[src/rtl/dsp_mac_frame_if.sv]
// rtl/dsp_mac_frame_if.sv - sample-in / frame-result handshake bundle for dsp_mac_frame
// master = sample source and result consumer, slave = the MAC slice.
interface dsp_mac_frame_if #(
  parameter int A_WIDTH = 18,
  parameter int B_WIDTH = 18,
  parameter int C_WIDTH = 48,
  parameter int P_WIDTH = 48,
  parameter int ACC_LEN = 16
);
  localparam int CNT_W = $clog2(ACC_LEN) + 1;

  logic                      IN_VALID;
  logic                      IN_READY;
  logic signed [A_WIDTH-1:0] A;
  logic signed [B_WIDTH-1:0] B;
  logic signed [B_WIDTH-1:0] D;
  logic signed [C_WIDTH-1:0] C;
  logic [4:0]                OPMODE;
  logic signed [P_WIDTH-1:0] P;
  logic                      P_VALID;
  logic                      P_READY;
  logic                      OVERFLOW;
  logic                      PATTERN_DETECT;
  logic [CNT_W-1:0]          SAMPLE_CNT;

  modport master (
    output IN_VALID, A, B, D, C, OPMODE, P_READY,
    input  IN_READY, P, P_VALID, OVERFLOW, PATTERN_DETECT, SAMPLE_CNT
  );

  modport slave (
    input  IN_VALID, A, B, D, C, OPMODE, P_READY,
    output IN_READY, P, P_VALID, OVERFLOW, PATTERN_DETECT, SAMPLE_CNT
  );
endinterface

[src/rtl/dsp_mac_frame.sv]
// rtl/dsp_mac_frame.sv - pipelined pre-add/multiply/frame-accumulate slice with valid/ready flow
// Stages: input reg -> pre-adder reg -> multiplier reg -> accumulator/result reg.
module dsp_mac_frame #(
  parameter int                 A_WIDTH  = 18,
  parameter int                 B_WIDTH  = 18,
  parameter int                 C_WIDTH  = 48,
  parameter int                 P_WIDTH  = 48,
  parameter int                 ACC_LEN  = 16,
  parameter int                 SATURATE = 1,
  parameter logic [P_WIDTH-1:0] PATTERN  = '0,
  parameter logic [P_WIDTH-1:0] MASK     = '0
) (
  input logic             CLK,
  input logic             RSTN,
  dsp_mac_frame_if.slave  io
);
  localparam int CNT_W = $clog2(ACC_LEN) + 1;
  localparam int MW    = A_WIDTH + B_WIDTH + 1;
  localparam int SW    = P_WIDTH + 2;

  localparam logic signed [SW-1:0]      SUM_MAX  = {3'b000, {(P_WIDTH-1){1'b1}}};
  localparam logic signed [SW-1:0]      SUM_MIN  = {3'b111, {(P_WIDTH-1){1'b0}}};
  localparam logic signed [P_WIDTH-1:0] P_MAX    = {1'b0, {(P_WIDTH-1){1'b1}}};
  localparam logic signed [P_WIDTH-1:0] P_MIN    = {1'b1, {(P_WIDTH-1){1'b0}}};
  localparam logic [CNT_W-1:0]          LAST_CNT = CNT_W'(ACC_LEN - 1);

  // stage 1: raw sample
  logic signed [A_WIDTH-1:0] a1_q, a1_d;
  logic signed [B_WIDTH-1:0] b1_q, b1_d, d1_q, d1_d;
  logic signed [C_WIDTH-1:0] c1_q, c1_d;
  logic [4:0]                op1_q, op1_d;
  logic                      v1_q, v1_d;
  // stage 2: pre-adder result
  logic signed [A_WIDTH-1:0] a2_q, a2_d;
  logic signed [B_WIDTH:0]   pre2_q, pre2_d;
  logic signed [C_WIDTH-1:0] c2_q, c2_d;
  logic [4:0]                op2_q, op2_d;
  logic                      v2_q, v2_d;
  // stage 3: product
  logic signed [MW-1:0]      m3_q, m3_d;
  logic signed [C_WIDTH-1:0] c3_q, c3_d;
  logic [4:0]                op3_q, op3_d;
  logic                      v3_q, v3_d;
  // stage 4: frame accumulator and result
  logic signed [P_WIDTH-1:0] acc_q, acc_d;
  logic [CNT_W-1:0]          cnt_q, cnt_d;
  logic                      sticky_q, sticky_d;
  logic signed [P_WIDTH-1:0] p_q, p_d;
  logic                      p_ovf_q, p_ovf_d;
  logic                      p_valid_q, p_valid_d;

  logic                      stall;
  logic signed [B_WIDTH:0]   d_ext, b_ext, pre;
  logic signed [MW-1:0]      a_ext, pre_ext, prod;
  logic signed [SW-1:0]      m_ext, term, bias, base, sum;
  logic                      sum_ovf;
  logic signed [P_WIDTH-1:0] sum_res;
  logic                      frame_end;

  assign stall = p_valid_q & ~io.P_READY;

  always_comb begin
    a1_d      = a1_q;
    b1_d      = b1_q;
    d1_d      = d1_q;
    c1_d      = c1_q;
    op1_d     = op1_q;
    v1_d      = v1_q;
    a2_d      = a2_q;
    pre2_d    = pre2_q;
    c2_d      = c2_q;
    op2_d     = op2_q;
    v2_d      = v2_q;
    m3_d      = m3_q;
    c3_d      = c3_q;
    op3_d     = op3_q;
    v3_d      = v3_q;
    acc_d     = acc_q;
    cnt_d     = cnt_q;
    sticky_d  = sticky_q;
    p_d       = p_q;
    p_ovf_d   = p_ovf_q;
    p_valid_d = p_valid_q;

    d_ext = {d1_q[B_WIDTH-1], d1_q};
    b_ext = {b1_q[B_WIDTH-1], b1_q};
    if (op1_q[0]) begin
      pre = op1_q[1] ? (d_ext - b_ext) : (d_ext + b_ext);
    end else begin
      pre = b_ext;
    end

    a_ext   = {{(B_WIDTH+1){a2_q[A_WIDTH-1]}}, a2_q};
    pre_ext = {{A_WIDTH{pre2_q[B_WIDTH]}}, pre2_q};
    prod    = a_ext * pre_ext;

    // Two guard bits keep base+term+bias exact so range checks see the true sum.
    m_ext = {{(SW-MW){m3_q[MW-1]}}, m3_q};
    term  = op3_q[3] ? -m_ext : m_ext;
    bias  = op3_q[2] ? {{(SW-C_WIDTH){c3_q[C_WIDTH-1]}}, c3_q} : '0;
    base  = (cnt_q == '0) ? '0 : {{2{acc_q[P_WIDTH-1]}}, acc_q};
    sum   = base + term + bias;

    sum_ovf = (sum > SUM_MAX) || (sum < SUM_MIN);
    if (sum_ovf && (SATURATE != 0)) begin
      sum_res = sum[SW-1] ? P_MIN : P_MAX;
    end else begin
      sum_res = sum[P_WIDTH-1:0];
    end

    frame_end = v3_q & ((cnt_q == LAST_CNT) | op3_q[4]);

    if (!stall) begin
      v1_d   = io.IN_VALID;
      a1_d   = io.A;
      b1_d   = io.B;
      d1_d   = io.D;
      c1_d   = io.C;
      op1_d  = io.OPMODE;

      v2_d   = v1_q;
      a2_d   = a1_q;
      pre2_d = pre;
      c2_d   = c1_q;
      op2_d  = op1_q;

      v3_d   = v2_q;
      m3_d   = prod;
      c3_d   = c2_q;
      op3_d  = op2_q;

      // Not stalled means any held result is being consumed this edge.
      p_valid_d = frame_end;
      if (frame_end) begin
        p_d      = sum_res;
        p_ovf_d  = sticky_q | sum_ovf;
        acc_d    = '0;
        cnt_d    = '0;
        sticky_d = 1'b0;
      end else if (v3_q) begin
        acc_d    = sum_res;
        cnt_d    = cnt_q + CNT_W'(1);
        sticky_d = sticky_q | sum_ovf;
      end
    end
  end

  always_ff @(posedge CLK) begin
    if (!RSTN) begin
      a1_q      <= '0;
      b1_q      <= '0;
      d1_q      <= '0;
      c1_q      <= '0;
      op1_q     <= '0;
      v1_q      <= 1'b0;
      a2_q      <= '0;
      pre2_q    <= '0;
      c2_q      <= '0;
      op2_q     <= '0;
      v2_q      <= 1'b0;
      m3_q      <= '0;
      c3_q      <= '0;
      op3_q     <= '0;
      v3_q      <= 1'b0;
      acc_q     <= '0;
      cnt_q     <= '0;
      sticky_q  <= 1'b0;
      p_q       <= '0;
      p_ovf_q   <= 1'b0;
      p_valid_q <= 1'b0;
    end else begin
      a1_q      <= a1_d;
      b1_q      <= b1_d;
      d1_q      <= d1_d;
      c1_q      <= c1_d;
      op1_q     <= op1_d;
      v1_q      <= v1_d;
      a2_q      <= a2_d;
      pre2_q    <= pre2_d;
      c2_q      <= c2_d;
      op2_q     <= op2_d;
      v2_q      <= v2_d;
      m3_q      <= m3_d;
      c3_q      <= c3_d;
      op3_q     <= op3_d;
      v3_q      <= v3_d;
      acc_q     <= acc_d;
      cnt_q     <= cnt_d;
      sticky_q  <= sticky_d;
      p_q       <= p_d;
      p_ovf_q   <= p_ovf_d;
      p_valid_q <= p_valid_d;
    end
  end

  assign io.IN_READY       = RSTN & ~stall;
  assign io.P              = p_q;
  assign io.P_VALID        = p_valid_q;
  assign io.OVERFLOW       = p_ovf_q;
  assign io.SAMPLE_CNT     = cnt_q;
  assign io.PATTERN_DETECT = ((p_q ^ PATTERN) & ~MASK) == '0;
endmodule
[src/flat_wrapper.sv]
// flat-port wrapper written by rule: the top's interface ports become plain ports
module dsp_mac_frame_flat 
#(
  parameter int                 A_WIDTH  = 18,
  parameter int                 B_WIDTH  = 18,
  parameter int                 C_WIDTH  = 48,
  parameter int                 P_WIDTH  = 48,
  parameter int                 ACC_LEN  = 16,
  parameter int                 SATURATE = 1,
  parameter logic [P_WIDTH-1:0] PATTERN  = '0,
  parameter logic [P_WIDTH-1:0] MASK     = '0
)
  (CLK, RSTN, io_IN_VALID, io_A, io_B, io_D, io_C, io_OPMODE, io_P_READY, io_IN_READY, io_P, io_P_VALID, io_OVERFLOW, io_PATTERN_DETECT, io_SAMPLE_CNT);
  dsp_mac_frame_if #(.A_WIDTH(A_WIDTH), .B_WIDTH(B_WIDTH), .C_WIDTH(C_WIDTH), .P_WIDTH(P_WIDTH), .ACC_LEN(ACC_LEN)) io_i ();
  input logic CLK;
  input logic RSTN;
  input wire logic [$bits(io_i.IN_VALID)-1:0] io_IN_VALID;
  input wire logic [$bits(io_i.A)-1:0] io_A;
  input wire logic [$bits(io_i.B)-1:0] io_B;
  input wire logic [$bits(io_i.D)-1:0] io_D;
  input wire logic [$bits(io_i.C)-1:0] io_C;
  input wire logic [$bits(io_i.OPMODE)-1:0] io_OPMODE;
  input wire logic [$bits(io_i.P_READY)-1:0] io_P_READY;
  output wire logic [$bits(io_i.IN_READY)-1:0] io_IN_READY;
  output wire logic [$bits(io_i.P)-1:0] io_P;
  output wire logic [$bits(io_i.P_VALID)-1:0] io_P_VALID;
  output wire logic [$bits(io_i.OVERFLOW)-1:0] io_OVERFLOW;
  output wire logic [$bits(io_i.PATTERN_DETECT)-1:0] io_PATTERN_DETECT;
  output wire logic [$bits(io_i.SAMPLE_CNT)-1:0] io_SAMPLE_CNT;
  assign io_i.IN_VALID = io_IN_VALID;
  assign io_i.A = io_A;
  assign io_i.B = io_B;
  assign io_i.D = io_D;
  assign io_i.C = io_C;
  assign io_i.OPMODE = io_OPMODE;
  assign io_i.P_READY = io_P_READY;
  assign io_IN_READY = io_i.IN_READY;
  assign io_P = io_i.P;
  assign io_P_VALID = io_i.P_VALID;
  assign io_OVERFLOW = io_i.OVERFLOW;
  assign io_PATTERN_DETECT = io_i.PATTERN_DETECT;
  assign io_SAMPLE_CNT = io_i.SAMPLE_CNT;
  dsp_mac_frame #(.A_WIDTH(A_WIDTH), .B_WIDTH(B_WIDTH), .C_WIDTH(C_WIDTH), .P_WIDTH(P_WIDTH), .ACC_LEN(ACC_LEN), .SATURATE(SATURATE), .PATTERN(PATTERN), .MASK(MASK)) u_core (.CLK(CLK), .RSTN(RSTN), .io(io_i));
endmodule
[config.mk]
export PLATFORM = sky130hd
export DESIGN_NAME = dsp_mac_frame_flat
export DESIGN_NICKNAME = d
export VERILOG_FILES = /design/src/rtl/dsp_mac_frame_if.sv /design/src/rtl/dsp_mac_frame.sv /design/src/flat_wrapper.sv
export SDC_FILE = /design/constraint.sdc
export NUM_CORES = 2
export LEC_CHECK = 0
export CAP_MARGIN = 20
export CORE_UTILIZATION = 40
export DETAILED_ROUTE_END_ITERATION = 10
export GPL_ROUTABILITY_DRIVEN = 0
export HOLD_SLACK_MARGIN = 0.15
export REMOVE_ABC_BUFFERS = 1
export SLEW_MARGIN = 30
export SYNTH_ARGS = -nofsm -noshare
export SYNTH_HDL_FRONTEND = slang
export SYNTH_SLANG_ARGS = --single-unit
[constraint.sdc]
create_clock -name CLK -period 6.1 [get_ports CLK]
set_input_delay 0.915 -clock CLK [delete_from_list [all_inputs] [get_ports CLK]]
set_output_delay 0.915 -clock CLK [all_outputs]
set_load 0.01 [all_outputs]
==> results.md <==
- CTS tree: built
- Tightest Pin Transition: around 950 ps
- Antenna Diode Count: 0
- First-pass GRT wire length: 146,000 µm
- Area delta synth->final: 20.4%
- Slew Limit Fails: 0
- Crit path DAT: 6540 ps
- First DRT Iteration DRCs: between 1,500 and 2,000
- # hold bufs at CTS: 0
- Outcome: complete, but fails checks
- Tcrit/Tclk final: 98.6%
- Max-cap violation count: 0
- Final wirelength: 89,600 µm
- Total CTS buffers: 49
- CTS H-tree depth: 2
- CTS root buffer: clkbuf_16
- Crit-path most repeated cell: fa_1
- Ports: 168
- Gate Count Post-Synth: 4,016
- CP max-delay cell: fa_1
- HPWL Detailed: between 60,000 and 70,000 µm
- Die height: 288 µm
- Largest area contributor in the netlist: fa_1
- Critical-path maximum fanout: 7
- EDFF count, synth: 0
- Synth top cells by count: nand2_1 (947), inv_1 (473), fa_1 (396), dfxtp_1 (390), a21oi_1 (370)
- DR pass1 iterations: 10
- Tightest Hold Check Type: flip-flop to flip-flop
- Most numerous cell in the Yosys netlist: nand2_1
- Clk slew on worst S/H paths: 60 ps
- All-layer global routing usage: 21.7%
- Min-Delay Path Depth: 2
- Residual DRC: 18
- Critical path's largest stage delay: 530 ps
- Port-buffer cells: 167
- Count of cell types in the netlist: 71
- Crit path cell chain: buf_6, buf_6, and2_4, fa_1, inv_2, fa_1, fa_1, fa_1, fa_1, inv_2, fa_1, ha_4, buf_6, and2_4, nand4_1, inv_2, nand4_1, a31o_2, a31o_4, o211ai_1, a211o_1, nand3_1, a21oi_1
- Setup ws final: 84.5 ps
- Final Power: roughly 8.5 mW
- Vias in the first global route: 27,100
- FFs w/ async S/R, synth: 0%
- Synth top area share: 24.2%
- Seq cells post-synth: 390
- Chip width: 288 µm
- CP delay by family, top: adder cells
- Critical Path RT: approximately 6600 ps
- WS Path Type: flip-flop to flip-flop
- Avg Cell Area, Syn: around 8.2 µm²
- Lkg Pwr: 17.1 nW
- Clock skew: 19.1 ps
- Pre-CTS WS: -422 ps
- Via count: 27,300
- Post-Syn Area: 32,800 µm²
- Clk_lat worst skew: 620 ps
- Routed len/inst: approximately 17 µm
- Final Critical Period: 6020 ps
- Largest net degree at the start of global routing: 167
- Worst vdd ir: between 150 and 200 µV
- Power per cell area: 214 nW/µm²
- Setup crit start kind: flip-flop
- Crit. path cell count: 23
- Clk buf depth: 3
- Failing checks: design-rule violations
- CP endpoint kind: flip-flop
- Reg2Reg Depth: 23
- Layout cells sized above 1: 11.7%
- Slew HR: 36.7%
- Initial core utilization: 40.6%
- Fill cells: 7,859
- RSZ-0062 raised after global routing: true
- Die footprint: a little over 80,000 µm²
- Vias per cell: ~5.1
- Total gr overflow: 0
- Core Area: 80,800 µm²
- Final nets: 4,943
- Sequential cell area fraction in the yosys report: between 20% and 30%
- Final Setup Violations: 0
- Routed Antenna Nets: 0
- Cell Rows: 104
- CTS sink count: 390
- CP bufs+invs: 6
- Fmax: 166 MHz
- Initial antenna violation count: 2
- Synth top area cells: fa_1 (24%), dfxtp_1 (24%), nand2_1 (11%), ha_1 (6.4%), a21oi_1 (5.6%)
- Synth Flop Type: dfxtp_1
- Final Hold Viols: 0
- Yosys warning count: 0
[layout make-up]
cell class | count | area [µm²] | share of cell area, %
sequential | 390 | 7900 | 20.0
timing repair buffer | 448 | 4190 | 10.6
inverter | 473 | 1790 | 4.53
clock inverter | 18 | 238 | 0.602
tap | 1060 | 1330 | 3.36
multi-input combinational | 2907 | 22600 | 57.3
clock buffer | 68 | 1420 | 3.59
[cells by family (layout without fill, tap and decap cells)]
| group | after synthesis | in the layout | share of synthesized area (%) |
|---|---|---|---|
| DFF | 390 | 390 | 23.8 |
| and+or+nand+nor | 1417 | 1418 | 18.7 |
| muxes | 17 | 17 | 0.519 |
| adders and majority gates | 563 | 563 | 30.5 |
| buffers and inverters | 720 | 1007 | 8.37 |
| xor gates and xnor gates | 138 | 138 | 3.68 |
| AOI/OAI and AO/OA | 771 | 771 | 14.4 |
[report_power, final]
group	internal, mW	switching, mW
Combinational	1.18	1.42
Sequential	2.70	0.151
Clock	1.79	1.23
Total	5.67	2.80
[tightest hold or removal path, stage by stage, from the launching register on]
cell and delay, ps:
dfxtp_1 320, nand2_1 50, nand2_1 40
[worst paths after layout]
kind,start,slack (ps),end
setup / recovery,u_core.pre2_q[6],80,u_core.m3_q[36]
hold / removal,u_core.io.P[1],450,u_core.io.P[1]
hold reg to reg,u_core.io.P[1],450,u_core.io.P[1]
setup reg to reg,u_core.pre2_q[6],80,u_core.m3_q[36]
[layer usage]
layer	global-route usage, %	part of all wire, %	vias up
met5	0	0.032	-
met4	5.38	2.3	4
met3	2.54	4.4	113
met2	35.8	46	555
met1	30.1	47	13200
li1	-	-	13500
[metrics by stage]
| step | hold WS [ps] | utilization (%) | area, µm² | std cells | setup TNS (ps) |
|---|---|---|---|---|---|
| floorplan | 426 | - | 31800 | 3769 | -1651830 |
| global placement | 439 | 45.6 | 36900 | 5243 | -830 |
| detailed placement | 443 | 45.7 | 36900 | 5245 | -1440 |
| CTS | 452 | 47.9 | 38700 | 5333 | -5.13 |
| global route | 463 | 48.9 | 39500 | 5364 | -547 |
| finish | 449 | 48.9 | 39500 | 5364 | 0 |
[cell usage in the layout, fill, tap and decap left out, types with 9 or more instances in the layout]
master,n
nor2_1,111
clkbuf_16,50
inv_1,453
and3_1,9
dfxtp_4,20
ha_1,160
a21oi_1,363
and2_1,119
nor2b_1,15
a211oi_1,23
clkbuf_8,12
o21a_1,31
buf_12,17
dfxtp_1,360
o41ai_1,10
a21o_1,39
buf_6,27
nand2_2,12
nor4_1,15
o31ai_1,12
nand4_1,21
a31oi_1,52
nand2b_1,36
fa_1,388
or3_1,15
o211ai_1,15
nor3_1,29
nand3_1,61
nand2_1,932
dfxtp_2,10
buf_4,228
xnor2_1,81
o21ai_0,95
o21bai_1,12
xor2_1,57
a221o_1,42
mux2i_1,17
inv_2,19
clkdlybuf4s50_1,166
[repair_timing]
action / CTS / global route
resized for setup: 35 / 169
setup endpoints to repair: 15 / 111
pin swaps: 7 / 97
buffers inserted: 2 / 28
cloned: 0 / 2
[sequential cells by signal (all words and copies together) (netlist names), 5 cells and up]
register	count
u_core.acc_q	48
u_core.b1_q	18
u_core.op1_q	5
u_core.c3_q	48
u_core.d1_q	18
u_core.pre2_q	19
u_core.a1_q	18
u_core.m3_q	37
u_core.a2_q	18
u_core.io.SAMPLE_CNT	5
u_core.c1_q	48
u_core.io.P	48
u_core.c2_q	48
(Power assumes the default switching activity.)
